<file path="src/rtl/grf_wport_arbiter_if.sv">
// Two-requester writeback bus feeding the GRF write-port arbiter.
// master = requesters (pipeline WB on port 0, multi-cycle unit on port 1), slave = arbiter.
interface grf_wport_arbiter_if;
    logic        req0_valid;
    logic [4:0]  req0_addr;
    logic [31:0] req0_data;
    logic        req0_ready;
    logic        req1_valid;
    logic [4:0]  req1_addr;
    logic [31:0] req1_data;
    logic        req1_ready;

    modport master (
        output req0_valid, req0_addr, req0_data,
        input  req0_ready,
        output req1_valid, req1_addr, req1_data,
        input  req1_ready
    );

    modport slave (
        input  req0_valid, req0_addr, req0_data,
        output req0_ready,
        input  req1_valid, req1_addr, req1_data,
        output req1_ready
    );
endinterface

</file>
<file path="src/rtl/grf_wport_arbiter.sv">
// Fixed-priority GRF write-port arbiter with starvation guard for port 1 and a registered A3/WD/En stage.
// Optional simulation trace of GRF writes and forced grants: define GRF_ARB_TRACE_EN.
module grf_wport_arbiter #(
    parameter int unsigned STARVE_MAX = 4,
    parameter int unsigned CNT_W      = 4
) (
    input  logic                 clk,
    input  logic                 reset,
    grf_wport_arbiter_if.slave   req,
    output logic [4:0]           A3,
    output logic [31:0]          WD,
    output logic                 En,
    output logic [CNT_W-1:0]     starve_cnt
);
    localparam logic [CNT_W-1:0] LP_STARVE_MAX = CNT_W'(STARVE_MAX);

    logic             w_both;
    logic             w_force;
    logic             w_grant0;
    logic             w_grant1;
    logic [CNT_W-1:0] w_cnt_nxt;

    logic [CNT_W-1:0] r_starve_cnt;
    logic [4:0]       r_a3;
    logic [31:0]      r_wd;
    logic             r_en;

    // Grant selection and next starvation count
    always_comb begin
        w_both    = req.req0_valid && req.req1_valid;
        w_force   = (r_starve_cnt >= LP_STARVE_MAX);
        w_grant0  = 1'b0;
        w_grant1  = 1'b0;
        w_cnt_nxt = {CNT_W{1'b0}};
        if (!reset) begin
            w_grant0  = 1'b0;
            w_grant1  = 1'b0;
            w_cnt_nxt = {CNT_W{1'b0}};
        end else if (w_both && !w_force) begin
            // port 1 loses again; counter cannot pass STARVE_MAX since it only grows below it
            w_grant0  = 1'b1;
            w_cnt_nxt = r_starve_cnt + {{(CNT_W-1){1'b0}}, 1'b1};
        end else if (w_both) begin
            w_grant1  = 1'b1;
        end else if (req.req0_valid) begin
            w_grant0  = 1'b1;
        end else if (req.req1_valid) begin
            w_grant1  = 1'b1;
        end else begin
            w_grant0  = 1'b0;
        end
    end

    assign req.req0_ready = w_grant0;
    assign req.req1_ready = w_grant1;

    // Starvation counter and registered GRF write stage
    always_ff @(posedge clk) begin
        if (!reset) begin
            r_starve_cnt <= {CNT_W{1'b0}};
            r_a3         <= 5'd0;
            r_wd         <= 32'd0;
            r_en         <= 1'b0;
        end else begin
            r_starve_cnt <= w_cnt_nxt;
            if (w_grant0) begin
                r_a3 <= req.req0_addr;
                r_wd <= req.req0_data;
                r_en <= (req.req0_addr != 5'd0);
            end else if (w_grant1) begin
                r_a3 <= req.req1_addr;
                r_wd <= req.req1_data;
                r_en <= (req.req1_addr != 5'd0);
            end else begin
                r_en <= 1'b0;
            end
        end
    end

    assign A3         = r_a3;
    assign WD         = r_wd;
    assign En         = r_en;
    assign starve_cnt = r_starve_cnt;

`ifdef GRF_ARB_TRACE_EN
    logic r_src;

    // Remember which port produced the pending write, for the trace only
    always_ff @(posedge clk) begin
        if (!reset) begin
            r_src <= 1'b0;
        end else if (w_grant1) begin
            r_src <= 1'b1;
        end else if (w_grant0) begin
            r_src <= 1'b0;
        end else begin
            r_src <= r_src;
        end
    end

    // Simulation trace of committed writes and forced grants
    always_ff @(posedge clk) begin
        if (En) begin
            $display("%0t grf_arb: port %0d $%0d <= %h", $time, r_src, A3, WD);
        end
        if (reset && w_both && w_grant1) begin
            $display("%0t grf_arb: starve grant", $time);
        end
    end
`else
    // trace disabled: no simulation-only logic is built
`endif

endmodule

</file>
<file path="src/flat_wrapper.sv">
// flat-port wrapper written by rule: the top's interface ports become plain ports
module grf_wport_arbiter_flat 
#(
    parameter int unsigned STARVE_MAX = 4,
    parameter int unsigned CNT_W      = 4
)
  (clk, reset, A3, WD, En, starve_cnt, req_req0_valid, req_req0_addr, req_req0_data, req_req0_ready, req_req1_valid, req_req1_addr, req_req1_data, req_req1_ready);
  grf_wport_arbiter_if req_i ();
  input  logic clk;
  input  logic reset;
  output logic [4:0] A3;
  output logic [31:0] WD;
  output logic En;
  output logic [CNT_W-1:0] starve_cnt;
  input wire logic [$bits(req_i.req0_valid)-1:0] req_req0_valid;
  input wire logic [$bits(req_i.req0_addr)-1:0] req_req0_addr;
  input wire logic [$bits(req_i.req0_data)-1:0] req_req0_data;
  output wire logic [$bits(req_i.req0_ready)-1:0] req_req0_ready;
  input wire logic [$bits(req_i.req1_valid)-1:0] req_req1_valid;
  input wire logic [$bits(req_i.req1_addr)-1:0] req_req1_addr;
  input wire logic [$bits(req_i.req1_data)-1:0] req_req1_data;
  output wire logic [$bits(req_i.req1_ready)-1:0] req_req1_ready;
  assign req_i.req0_valid = req_req0_valid;
  assign req_i.req0_addr = req_req0_addr;
  assign req_i.req0_data = req_req0_data;
  assign req_req0_ready = req_i.req0_ready;
  assign req_i.req1_valid = req_req1_valid;
  assign req_i.req1_addr = req_req1_addr;
  assign req_i.req1_data = req_req1_data;
  assign req_req1_ready = req_i.req1_ready;
  grf_wport_arbiter #(.STARVE_MAX(STARVE_MAX), .CNT_W(CNT_W)) u_core (.clk(clk), .reset(reset), .req(req_i), .A3(A3), .WD(WD), .En(En), .starve_cnt(starve_cnt));
endmodule
</file>
<file path="config.mk">
export PLATFORM = sky130hd
export DESIGN_NAME = grf_wport_arbiter_flat
export DESIGN_NICKNAME = d
export VERILOG_FILES = /design/src/rtl/grf_wport_arbiter_if.sv /design/src/rtl/grf_wport_arbiter.sv /design/src/flat_wrapper.sv
export SDC_FILE = /design/constraint.sdc
export NUM_CORES = 1
export LEC_CHECK = 0
export CORE_MARGIN = 4
export CORE_UTILIZATION = 30
export CTS_CLUSTER_DIAMETER = 50
export CTS_CLUSTER_SIZE = 10
export DETAILED_ROUTE_END_ITERATION = 6
export PLACE_DENSITY = 0.67
export SYNTH_ARGS = -nofsm -noshare
export SYNTH_HDL_FRONTEND = slang
export SYNTH_SLANG_ARGS = --single-unit
</file>
<file path="constraint.sdc">
create_clock -name clk -period 1.3 [get_ports clk]
set_input_delay 0.195 -clock clk [delete_from_list [all_inputs] [get_ports clk]]
set_output_delay 0.195 -clock clk [all_outputs]
set_load 0.05 [all_outputs]
</file>
# Yosys cells after proc, flatten, opt, wreduce, memory -nomap -nowiden
# Cells that the tools add are included.
word_totals:
  wordCells: 28
  register_bits: 42
  input_bits: 78
  out_inout_bits: 44
classes:
  n_lt_le_gt_ge: 1
  mux: 15
  n_reduce_logical: 7
  n_addsub: 1
op_table:
  columns: ["cell", "n"]
  rows:
  - ["two-way mux 32 bit", 2]
  - ["two-way mux 1 bit", 11]
  - ["two-way mux 5 bit", 2]
  - ["nonzero test 5 bit", 2]
  - ["adder 4 x 1 -> 4 bit, second input constant", 1]
  - [">= comparator 4 x 3 -> 1 bit, second input constant", 1]
  - ["logical AND 1 bit", 2]
  - ["AND reduction 2 bit", 1]
  - ["nonzero test 2 bit", 1]
  - ["logical NOT 1 bit", 1]

# Longest topological paths before layout
depth:
  ltp_word: 7
  depth_mapped: 5
  ltp_nobuf: 3

# Worst setup path before layout
# OpenSTA, ideal clock, no wires.
synth_timing:
  kind: "flip-flop to flip-flop"
  start: "register u_core.r_starve_cnt[2], in the netlist u_core.starve_cnt[2]"
  end: "register u_core.r_en, in the netlist u_core.En"
  period_less_slack_ps: 1919
  stages_incl_launch_ff: 4
  arrival_ps: 1856
  setup_ps: 63
  t_required_ps: 1237
  slack_ps: -619
  cell_sequence: "dfxtp_1 > or3b_1 > nor2b_1 > a22o_1"
synth_between:
  elab_chain_len: 7
  elab_cells_between_ends: 9
synth_rtl:
  columns: ["element", "line_no", "rtl"]
  rows:
  - ["start: declaration", "grf_wport_arbiter.sv:23", "logic [CNT_W-1:0] r_starve_cnt;"]
  - ["start signal: assignment", "grf_wport_arbiter.sv:60", "r_starve_cnt <= {CNT_W{1'b0}};"]
  - ["start signal: assignment", "grf_wport_arbiter.sv:65", "r_starve_cnt <= w_cnt_nxt;"]
  - [">= comparator 4 x 3 -> 1 bit", "grf_wport_arbiter.sv:31", "w_force = (r_starve_cnt >= LP_STARVE_MAX);"]
  - ["logical NOT 1 bit", "grf_wport_arbiter.sv:39", "end else if (w_both && !w_force) begin"]
  - ["logical AND 1 bit", "grf_wport_arbiter.sv:39", null]
  - ["two-way mux 1 bit", "grf_wport_arbiter.sv:39", null]
  - ["two-way mux 1 bit", "grf_wport_arbiter.sv:35", "if (!reset) begin"]
  - ["via req_req1_ready", "flat_wrapper.sv:22", "output wire logic [$bits(req_i.req1_ready)-1:0] req_req1_ready;"]
  - ["two-way mux 1 bit", "grf_wport_arbiter.sv:70", "end else if (w_grant1) begin"]
  - ["two-way mux 1 bit", "grf_wport_arbiter.sv:66", "if (w_grant0) begin"]
  - ["end signal: assignment", "grf_wport_arbiter.sv:69", "r_en <= (req.req0_addr != 5'd0);"]
  - ["end signal: assignment", "grf_wport_arbiter.sv:73", "r_en <= (req.req1_addr != 5'd0);"]
  - ["end: declaration", "grf_wport_arbiter.sv:26", "logic r_en;"]
# The timed path passes the listed nets, and every way through them passes these cells.
# A chain may end at the register's enable or synchronous reset.

# Worst setup path in the final report
layout_timing:
  start: "register u_core.r_starve_cnt[3], in the netlist u_core.starve_cnt[3]"
  end: "output port req_req1_ready"
layout_between:
  elab_chain_len: 5
layout_rtl:
  columns: ["element", "line_no"]
  rows:
  - [">= comparator 4 x 3 -> 1 bit", "grf_wport_arbiter.sv:31"]
  - ["logical NOT 1 bit", "grf_wport_arbiter.sv:39"]
  - ["logical AND 1 bit", "grf_wport_arbiter.sv:39"]
  - ["two-way mux 1 bit", "grf_wport_arbiter.sv:39"]
  - ["two-way mux 1 bit", "grf_wport_arbiter.sv:35"]
  - ["end: declaration", "flat_wrapper.sv:22"]
# No other way between the ends.

==> flow_summary.json <==
{
  "run_status": "finished, violations left",
  "violations": "setup timing",
  "crit_fanout": 4,
  "die_h_um": 89.36,
  "start_util_pct": 31.09,
  "finClkSkew_ps": 10.72,
  "clock_latency_ps": 290,
  "post-route-util_pct": 61.87,
  "worstSetupPathType": "flip-flop to output pin",
  "period_share_pct": 117.9,
  "first_pass_iters": 4,
  "fin_crit_ps": 1533,
  "hold_viol_final": 0,
  "syn_avg_cell_area_um2": 8.239,
  "core_um2": 6386,
  "antenna_found_initial": 0,
  "area_delta_synth_final_pct": 98.99,
  "rows": 29,
  "die_w_um": 89.36,
  "grt_pass1_vias": 2357,
  "setup_viol": 30,
  "fin_setup_tns_ps": -1007,
  "grt_pass1_wl_mm": 11.85,
  "cp.required_ps": 1110,
  "cts_hold_buf": 0,
  "layout_commonest_cell": "clkdlybuf4s50_1",
  "drv_cap": 0,
  "vias": 2399,
  "reg2regPathDepth": 5,
  "diodes": 0,
  "cts_num_sinks": 42,
  "tritoncts": "done",
  "drv_slew": 0,
  "drc": 0,
  "first_iter_violations": 112,
  "antenna_left": 0,
  "synth_seq_cells": 42,
  "dieArea_um2": 7984,
  "io_pins": 122,
  "cts_made_buffers": 5,
  "layout_setup_ws_ps": -232.5,
  "rsz0062_at_grt": "yes",
  "yosysSeqAreaShare_pct": 42.34,
  "yosys_warnings": 0,
  "placed_cell_area_um2": 3817,
  "fmax_mhz": 652.5,
  "cp-startpoint": "u_core.starve_cnt[3]",
  "port_buffers": 121,
  "end_kind": "output pin",
  "clockBufferDepth": 2,
  "grt_overflow": 0,
  "clkTransAtPathRegs_ps": 90,
  "hp-class": "input pin to flip-flop",
  "dpl.hpwl_mm": 5.543,
  "root_buffer": "clkbuf_8",
  "netlist_area_um2": 1986,
  "drt-total-wl_mm": 7.586,
  "cp.arrival_ps": 1340,
  "reg2reg_to": "u_core.WD[18]",
  "ir_worst_vdd_mv": 0.6218,
  "track_usage_pct": 18.92,
  "synth_cells": 241,
  "drive_gt1_share_pct": 22.80,
  "synth.net_count": 320,
  "gp_congestion": 0.7478,
  "layout_common_cells": "74 x clkdlybuf4s50_1, 65 x o21ai_0, 49 x buf_12",
  "power.leakage_nw": 1.487,
  "fill_cells": 541,
  "design_area_um2": 3951,
  "crit_path_start_kind": "flip-flop",
  "crit_end": "req_req1_ready",
  "powerDensity_nw_per_um2": 956.8,
  "power_w": 0.003781,
  "worstReg2RegStart": "u_core.starve_cnt[2]",
  "h-tree-depth": 2,
  "wl_per_cell_um": 17.20,
  "grt_max_degree": 41,
  "ys_types": 20,
  "r2r_slack_ps": -50,
  "fin_nets": 442,
  "vias_per_cell": 5.440
}
## per-stage QoR
step | instances | hold slack [ps] | worst slack (ps)
6_report | 441 | 396.1 | -232.5
5_1_grt | 441 | 386.5 | -283.3
4_1_cts | 439 | 393.4 | -237.9
3_5_place_dp | 429 | 534.9 | -318.9
3_3_place_gp | 429 | 514.8 | -312.0
2_1_floorplan | 241 | 350.1 | -35.21
## Yosys cell counts
cell type  number  area, µm²
o21a_2          1      8.760
nor2b_1         1      6.260
ha_1            1      12.51
nor3_1          3      15.01
and2_1          2      12.51
o21ai_2         2      17.52
nand2_1         4      15.01
o21ai_0        65      325.3
or3b_1          1      8.760
a21oi_1        37      185.2
clkbuf_1       11      41.29
o21a_1          1      7.510
buf_2          17      85.08
nor2_1          4      15.01
a22o_1          1      8.760
conb_1          1      3.750
buf_4           1      7.510
o21ai_1         9      45.04
a41oi_1        37      324.1
dfxtp_1        42      840.8
## critical path, cell delays in order (launching register included)
cell and delay (ps):
dfxtp_4 360, or3b_4 390, nor2b_4 140, buf_6 150
## state kept, by name, indices dropped and copies added (netlist names)
register           cells
u_core.A3              5
u_core.En              1
u_core.WD             32
u_core.starve_cnt      4
## cells by family (layout without fill, tap and decap cells)
family | after synthesis | in the layout | share of synthesized area (%)
buffers and inverters | 29 | 152 | 6.742
other | 1 | 1 | 0.1889
AO/OA/AOI/OAI | 153 | 153 | 46.44
flip-flops | 42 | 42 | 42.34
AND/OR/NAND/NOR | 15 | 15 | 3.654
adder cells (fa/ha/maj) | 1 | 1 | 0.6300
## metal layers
metal	up-vias	global-route usage, %	wire [µm]
met5	-	0	0
met4	0	3.248	41
met3	5	7.281	786
met2	100	30.01	3460
met1	1122	24.83	3297
li1	1172	-	-
## report_power, final
part	leakage [nW]	internal [W]	switching, W
combinational	1.09	0.000736	0.000687
sequential	0.349	0.00138	0.0000984
clock	0.0482	0.000429	0.000449
total	1.49	0.00255	0.00123
## layout make-up
| class | count | area, µm² | area share [%] |
|---|---|---|---|
| clock buffers | 7 | 86.33 | 2.185 |
| repair buffers | 144 | 1887 | 47.75 |
| clock inverters | 1 | 5.005 | 0.1267 |
| well taps | 77 | 96.34 | 2.438 |
| multi-input cells | 170 | 1028 | 26.03 |
| flip-flops and latches | 42 | 848.3 | 21.47 |
## worst min path at each step
| stage | end | depth (start not counted) | startpoint | slack (ps) |
|---|---|---|---|---|
| final | u_core.starve_cnt[0] | 4 | reset | 400 |
| after global routing | u_core.starve_cnt[0] | 4 | reset | 390 |
| after CTS | u_core.starve_cnt[0] | 4 | reset | 390 |
| after detailed placement | u_core.starve_cnt[0] | 1 | u_core.starve_cnt[0] | 530 |
| after global placement | u_core.starve_cnt[0] | 1 | u_core.starve_cnt[0] | 510 |
| after floorplan | u_core.WD[0] | 2 | req_req1_data[0] | 350 |
## timing repair
action / CTS / global route
setup endpoints to repair: 2 / 39
pin swaps: 0 / 1
gates cloned: 0 / 0
buffers inserted: 2 / 2
gates resized for setup: 6 / 1
Note: power is estimated with default switching activity, not from simulation.
